File: config.mk
export PLATFORM = sky130hd
export DESIGN_NAME = stim_gen
export DESIGN_NICKNAME = d
export VERILOG_FILES = /design/src/rtl/stim_gen.sv
export SDC_FILE = /design/constraint.sdc
export NUM_CORES = 1
export LEC_CHECK = 0
export ABC_CLOCK_PERIOD_IN_PS = 3200
export BUFFER_PORTS_ARGS = -buffer_cell sky130_fd_sc_hd__buf_4
export CAP_MARGIN = 20
export CORE_UTILIZATION = 30
export DETAILED_ROUTE_END_ITERATION = 10
export GPL_TIMING_DRIVEN = 0
export SETUP_SLACK_MARGIN = 0.4
export SLEW_MARGIN = 20
export SYNTH_ARGS = -nofsm -noshare
export SYNTH_HDL_FRONTEND = slang
export SYNTH_SLANG_ARGS = --single-unit
File: constraint.sdc
create_clock -name clk -period 3.2 [get_ports clk]
set_input_delay 0.32 -clock clk [delete_from_list [all_inputs] [get_ports clk]]
set_output_delay 0.32 -clock clk [all_outputs]
set_load 0.02 [all_outputs]
File: src/rtl/stim_gen.sv
// Multi-channel square-wave / counter stimulus generator with a timed run.
// Define STIM_GEN_COUNT_EN to add the mode port and binary-count mode.
module stim_gen #(
  parameter int CH    = 4,
  parameter int CNT_W = 8,
  parameter int LEN_W = 16
) (
  input  logic                clk,
  input  logic                rst_n,
  input  logic                start,
  input  logic                stop,
  input  logic [CH*CNT_W-1:0] period,
  input  logic [LEN_W-1:0]    run_len,
  input  logic [CH-1:0]       init,
`ifdef STIM_GEN_COUNT_EN
  input  logic                mode,
`endif
  output logic [CH-1:0]       stim,
  output logic                busy,
  output logic                done,
  output logic [LEN_W-1:0]    cyc
);

  typedef enum logic [1:0] {
    IDLE = 2'd0,
    RUN  = 2'd1,
    DONE = 2'd2
  } state_t;

  state_t state_q, state_d;

  logic [CH-1:0]            stim_q, stim_d;
  logic [LEN_W-1:0]         cyc_q, cyc_d;
  logic [LEN_W-1:0]         cyc_nxt;
  logic [LEN_W-1:0]         run_len_q, run_len_d;
  logic [CH*CNT_W-1:0]      period_q, period_d;
  logic [CH-1:0][CNT_W-1:0] cnt_q, cnt_d, cnt_nxt;
  logic [CH-1:0]            wrap;
`ifdef STIM_GEN_COUNT_EN
  logic                     mode_q, mode_d;
`endif

  // Counter i wraps on edges whose index is a multiple of its period.
  always_comb begin
    wrap    = '0;
    cnt_nxt = cnt_q;
    for (int i = 0; i < CH; i++) begin
      if (period_q[i*CNT_W +: CNT_W] == '0) begin
        cnt_nxt[i] = '0;
      end else if (cnt_q[i] ==
                   period_q[i*CNT_W +: CNT_W] - 1'b1) begin
        wrap[i]    = 1'b1;
        cnt_nxt[i] = '0;
      end else begin
        cnt_nxt[i] = cnt_q[i] + 1'b1;
      end
    end
  end

  assign cyc_nxt = cyc_q + 1'b1;

  always_comb begin
    state_d   = state_q;
    stim_d    = stim_q;
    cyc_d     = cyc_q;
    run_len_d = run_len_q;
    period_d  = period_q;
    cnt_d     = cnt_q;
`ifdef STIM_GEN_COUNT_EN
    mode_d    = mode_q;
`endif
    unique case (state_q)
      IDLE: begin
        if (start) begin
          period_d  = period;
          run_len_d = run_len;
          stim_d    = init;
          cyc_d     = '0;
          cnt_d     = '0;
`ifdef STIM_GEN_COUNT_EN
          mode_d    = mode;
`endif
          state_d   = (run_len == '0) ? DONE : RUN;
        end
      end
      RUN: begin
        if (stop) begin
          state_d = DONE;
        end else begin
          cyc_d  = cyc_nxt;
          cnt_d  = cnt_nxt;
`ifdef STIM_GEN_COUNT_EN
          if (mode_q) stim_d = stim_q + CH'(wrap[0]);
          else        stim_d = stim_q ^ wrap;
`else
          stim_d = stim_q ^ wrap;
`endif
          if (cyc_nxt == run_len_q) state_d = DONE;
        end
      end
      DONE:    state_d = IDLE;
      default: state_d = IDLE;
    endcase
  end

  always_ff @(posedge clk or negedge rst_n) begin
    if (!rst_n) begin
      state_q   <= IDLE;
      stim_q    <= '0;
      cyc_q     <= '0;
      run_len_q <= '0;
      period_q  <= '0;
      cnt_q     <= '0;
`ifdef STIM_GEN_COUNT_EN
      mode_q    <= 1'b0;
`endif
    end else begin
      state_q   <= state_d;
      stim_q    <= stim_d;
      cyc_q     <= cyc_d;
      run_len_q <= run_len_d;
      period_q  <= period_d;
      cnt_q     <= cnt_d;
`ifdef STIM_GEN_COUNT_EN
      mode_q    <= mode_d;
`endif
    end
  end

  assign stim = stim_q;
  assign cyc  = cyc_q;
  assign busy = (state_q != IDLE);
  assign done = (state_q == DONE);

endmodule

# Word-level counts from Yosys, hierarchy flattened
# Index checks and enable logic that the tools add are counted.
# Widths: inputs -> output; s select.
[totals] ff_bits=102 out_inout_bits=22 elab_cells=70
[op_classes] addsub=9 n_eq_ne=10 n_mux=30 bitwise_logic=1 reduce_logical=11
[op_table] op="$mux 32" count=2
[op_table] op="$mux 8" count=8
[op_table] op="$pmux 32 s2" count=1
[op_table] op="$add 8x1->8 const B" count=4
[op_table] op="$eq 8x8->1" count=4
[op_table] op="$logic_not 8->1" count=4
[op_table] op="$mux 16" count=2
[op_table] op="$pmux 16 s2" count=1
[op_table] op="$sub 8x1->8 const B" count=4
[op_table] op="$add 16x1->16 const B" count=1
[op_table] op="$eq 16x16->1" count=1
[op_table] op="$logic_not 16->1" count=1
[op_table] op="$mux 1" count=8
[op_table] op="$mux 2" count=4
[op_table] op="$mux 4" count=2
[op_table] op="$pmux 4 s2" count=1
[op_table] op="$ne 2x2->1 const B" count=2
[op_table] op="$pmux 2 s2" count=1
[op_table] op="$reduce_and 2->1" count=2
[op_table] op="$reduce_bool 2->1" count=2
[op_table] op="$xor 4x4->4" count=1
[op_table] op="$ne 3x3->1 const B" count=1
[op_table] op="$reduce_and 3->1" count=1
[op_table] op="$eq 2x1->1 const B" count=1
[op_table] op="2 further kinds" count=2

# Longest topological paths before layout
[depth] depth_word=7 ltp_mapped=10 mapped_depth_nobuf=9

# Least setup slack after synthesis
# OpenSTA, ideal clock, no wires.
[synth_timing] kind="register -> register" from="reg cyc_q[0], in the netlist cyc[0]" to="reg state_q[1]" setup_time_ns=0.126 t_arrival_ns=2.201 required_time_ns=3.074 slack_ns=0.874 stages_incl_launch_ff=9 path_buffers=0 path_cell_list="dfrtp_1 -> ha_1 -> nand3_1 -> nor3_2 -> and3_1 -> mux2i_1 -> a41oi_1 -> a31oi_1 -> nor3_1"
[synth_via] elab_chain_len=4
[synth_rtl] item="from (decl)" line="33" text="logic [LEN_W-1:0] cyc_q, cyc_d;"
[synth_rtl] item="from (signal assigned)" line="120" text="cyc_q <= cyc_d;"
[synth_rtl] item="$add 16x1->16" line="60" text="assign cyc_nxt = cyc_q + 1'b1;"
[synth_rtl] item="$eq 16x16->1" line="98" text="if (cyc_nxt == run_len_q) state_d = DONE;"
[synth_rtl] item="$ne 3x3->1 (no line)"
[synth_rtl] item="$reduce_and 2->1 (no line)"
[synth_rtl] item="to (signal assigned)" line="118" text="state_q <= state_d;"
[synth_rtl] item="to (decl)" line="30" text="state_t state_q, state_d;"
# No other way between the ends.
# A chain may end at the register's enable or synchronous reset.

# Worst setup path in the final report
[layout_timing] from="reg cyc_q[2], in the netlist cyc[2]" to="reg state_q[0]"
# The elaborated chain is that of the path after synthesis.

==> impl_results.md <==
* Initial Util at 30.9%
* Clock Root Buffer: clkbuf_16
* Hold Crit Class: primary input to async pin
* CTS clk-pin slew, worst paths at 0.07 ns
* Pleak at 3.16 nW
* Final Hold Vio Count at 0
* DIE WIDTH at 144 um
* Synth Flop Type: dfrtp_1
* YS warnings at 0
* Fin crit share at 79.4%
* Outcome: completed
* Cells after synthesis at 626
* Critical Path RT at 3.45 ns
* Residual DRC at 0
* Final WL at 15.2 mm
* Worst stage delay on the critical path at 0.67 ns
* Core area at 0.0197 mm^2
* Hold WS at 0.0723 ns
* Syn nets at 695
* CTS buffer count at 9
* Area grow syn2layout at 20.4%
* Final setup vio count at 0
* RSZ-0062 raised after global routing: true
* Skew final at 0.00607 ns
* Die H at 144 um
* First-pass DRT Iterations at 4
* Commonest non-fill, non-tap cell in the layout: dfrtp_1
* Slowest cell on crit path: or4_1
* CP Launch Type: flop
* Synth Area in XOR/XNOR at 10.8%
* CP Max Fanout at 8
* Yosys reg bits at 102
* PwrDens at 770 mW/mm^2
* Register area at 0.00255 mm^2
* First-pass GRT wire length at 25.1 mm
* Most frequent cells in the layout: dfrtp_1, buf_4, nand2_1
* ANT cells at 0
* Setup TNS at 0 ns
* Post-Syn Area per Cell at 9.69 um^2
* Syn Std Cell Area at 0.00607 mm^2
* Area taken by multi-input logic gates at 0.00334 mm^2
* Yosys cell types at 59
* Clk buf depth at 2
* Vias/cell at 4.98
* Mux share of post-synthesis cell area at 8.13%
* WL/cell at 15.4 um
* Synth Area in Simple Gates at 20.5%
* Post-synth top area cell: dfrtp_1
* Asr flop ratio synth at 100%
* Total buffers and inverters traversed by the critical path at 1
* Met2 Resource Use GR at 24.4%
* Compound-Gate Fraction of Synth Area at 12.6%
* Fin nets at 783
* Antenna violations before repair at 0
* CTS tree: yes
* Pins Over Slew Limit at 0
* Max cap viols at 0
* Via count of the first global-routing pass at 4683
* Min Tclk post-route at 2.54 ns
* Crit path cell chain: clkbuf_2 -> nand4_1 -> or4_1 -> nand2_1 -> o311ai_0 -> nor4_1 -> a31oi_1 -> a21o_1
* GRT Max-Usage Layer: met2
* Grt met3 use at 4.47%
* Type of the worst setup path: flop to flop
* Final core utilization at 37.2%
* Top cells by area, synth: dfrtp_1, mux2_2, xnor2_1, xor2_1, o21ai_0
* Total GRT Usage at 15.8%
* Slew HR at 36.0%
* # fillers at 2059
* Antenna Nets Post-Route at 0
* Die area at 0.0208 mm^2
* Family with the most delay on the worst path: simple AND/OR/NAND/NOR gates
* Row count at 51
* Met1 global-route usage at 21.6%
* Largest net degree at the start of global routing at 103
* Worst skew pair latency at 0.36 ns
* Worst setup EP type: flop
* Clk sinks at 102
* H-tree depth at 3
* Worst-Margin Slew at 0.960 ns
* Layout cells sized above 1 at 20.9%
* Maximum VDD drop at 0.405 mV
* Largest family of logic cells by synthesized area: simple AND/OR/NAND/NOR gates
* Io pins at 78
* HPWL Detailed at 11.1 mm
* DRT iter0 DRCs at 255
* Worst Path Arrival at 2.79 ns
* CTS hold repair buffers at 0
* Post-Synth Adder-Cell Area at 2.68%
* Vias after detailed routing at 4902
* EDFF count, synth at 0
* IO Port Bufs at 77
* Gr ovfl total at 0
* Post-synth top area share at 42.1%
* Sequential fraction of the synthesis area at 42.1%
* F_max at 394 MHz
* GPL Wtd Cong at 0.799
[area by class of cell]
class / instances / area share (%)
inverter: 18 / 0.925
buffer: 29 / 1.71
clock inverter: 7 / 1.11
multi-input combinational: 477 / 45.7
clock buffer: 9 / 3.08
tap: 265 / 4.54
timing repair buffer: 77 / 7.97
sequential: 102 / 35.0
[path summary, 6_finish.rpt]
check | from | endpoint | slack, ns | cells after the start
worst max-delay path | cyc[2]$_DFFE_PN0P_ | state_q[0]$_DFFE_PN0P_ | 0.66 | 8
worst max register to register | cyc[2]$_DFFE_PN0P_ | state_q[0]$_DFFE_PN0P_ | 0.66 | 8
max in group asynchronous | rst_n | period_q[17]$_DFFE_PN0P_ | 2.48 | 1
worst min register to register | run_len_q[3]$_DFFE_PN0P_ | run_len_q[3]$_DFFE_PN0P_ | 0.53 | 1
worst min-delay path | rst_n | period_q[5]$_DFFE_PN0P_ | 0.07 | 1
min in group clk | period[16] | period_q[16]$_DFFE_PN0P_ | 0.16 | 3
[registers in the layout, summed over array words and instances, names as in the netlist]
name	cells
cnt_q	32
period_q	32
cyc	16
run_len_q	16
stim	4
state_q	2
[Yosys cell counts (all sizes together), types with 5 or more instances]
cell and count:
dfrtp 102, nand2 45, o21ai 44, mux2 42, nor2 41, xnor2 40
xor2 32, nand3 26, clkbuf 25, a21oi 20, inv 18, nor3 18
and3 14, nor4 14, ha 13, nand2b 13, a22o 9, nand3b 9
a31oi 8, nor2b 7, nand4 6, nor3b 6, o31ai 6, a211o 5
a21o 5, nor4b 5, or3 5
[kinds of logic (layout without fill, tap and decap cells)]
family | Yosys count | count (layout)
AOI/OAI and AO/OA | 119 | 119
xor gates and xnor gates | 73 | 73
buffers and inverters | 47 | 140
adders and majority gates | 13 | 13
DFF | 102 | 102
muxes | 44 | 44
and+or+nand+nor | 228 | 228
[worst register-to-register path, cell delays in order, from the launching register on]
cell	delay [ns]
dfrtp_1	0.36
clkbuf_2	0.20
nand4_1	0.32
or4_1	0.67
nand2_1	0.09
o311ai_0	0.14
nor4_1	0.30
a31oi_1	0.18
a21o_1	0.19
[power by group]
part           internal, mW  leakage [nW]  total, mW  switching (mW)
registers              1.69          1.30       2.18           0.488
logic                  1.12          1.71       2.29            1.17
clock network         0.619         0.147       1.15           0.536
[through the flow]
step	worst slack (ns)	power [mW]	cell area [um^2]	cells
5_1_grt	0.363	6.10	7300	984
3_5_place_dp	0.405	4.53	6980	968
2_1_floorplan	0.874	3.82	6070	626
6_report	0.659	5.63	7300	984
4_1_cts	0.461	5.71	7290	984
3_3_place_gp	0.401	4.48	6980	968
[layer usage]
layer,wire length (um),share of wire (%)
met1,7240,48
met2,6950,46
met3,805,5.3
met4,172,1.1
met5,0,0
[what timing repair did]
item | in CTS | in global routing
endpoints found under the setup margin | 1 | 8
resized for setup | 1 | 2
buffers inserted | 0 | 0
Note: power is estimated with default switching activity, not from simulation.
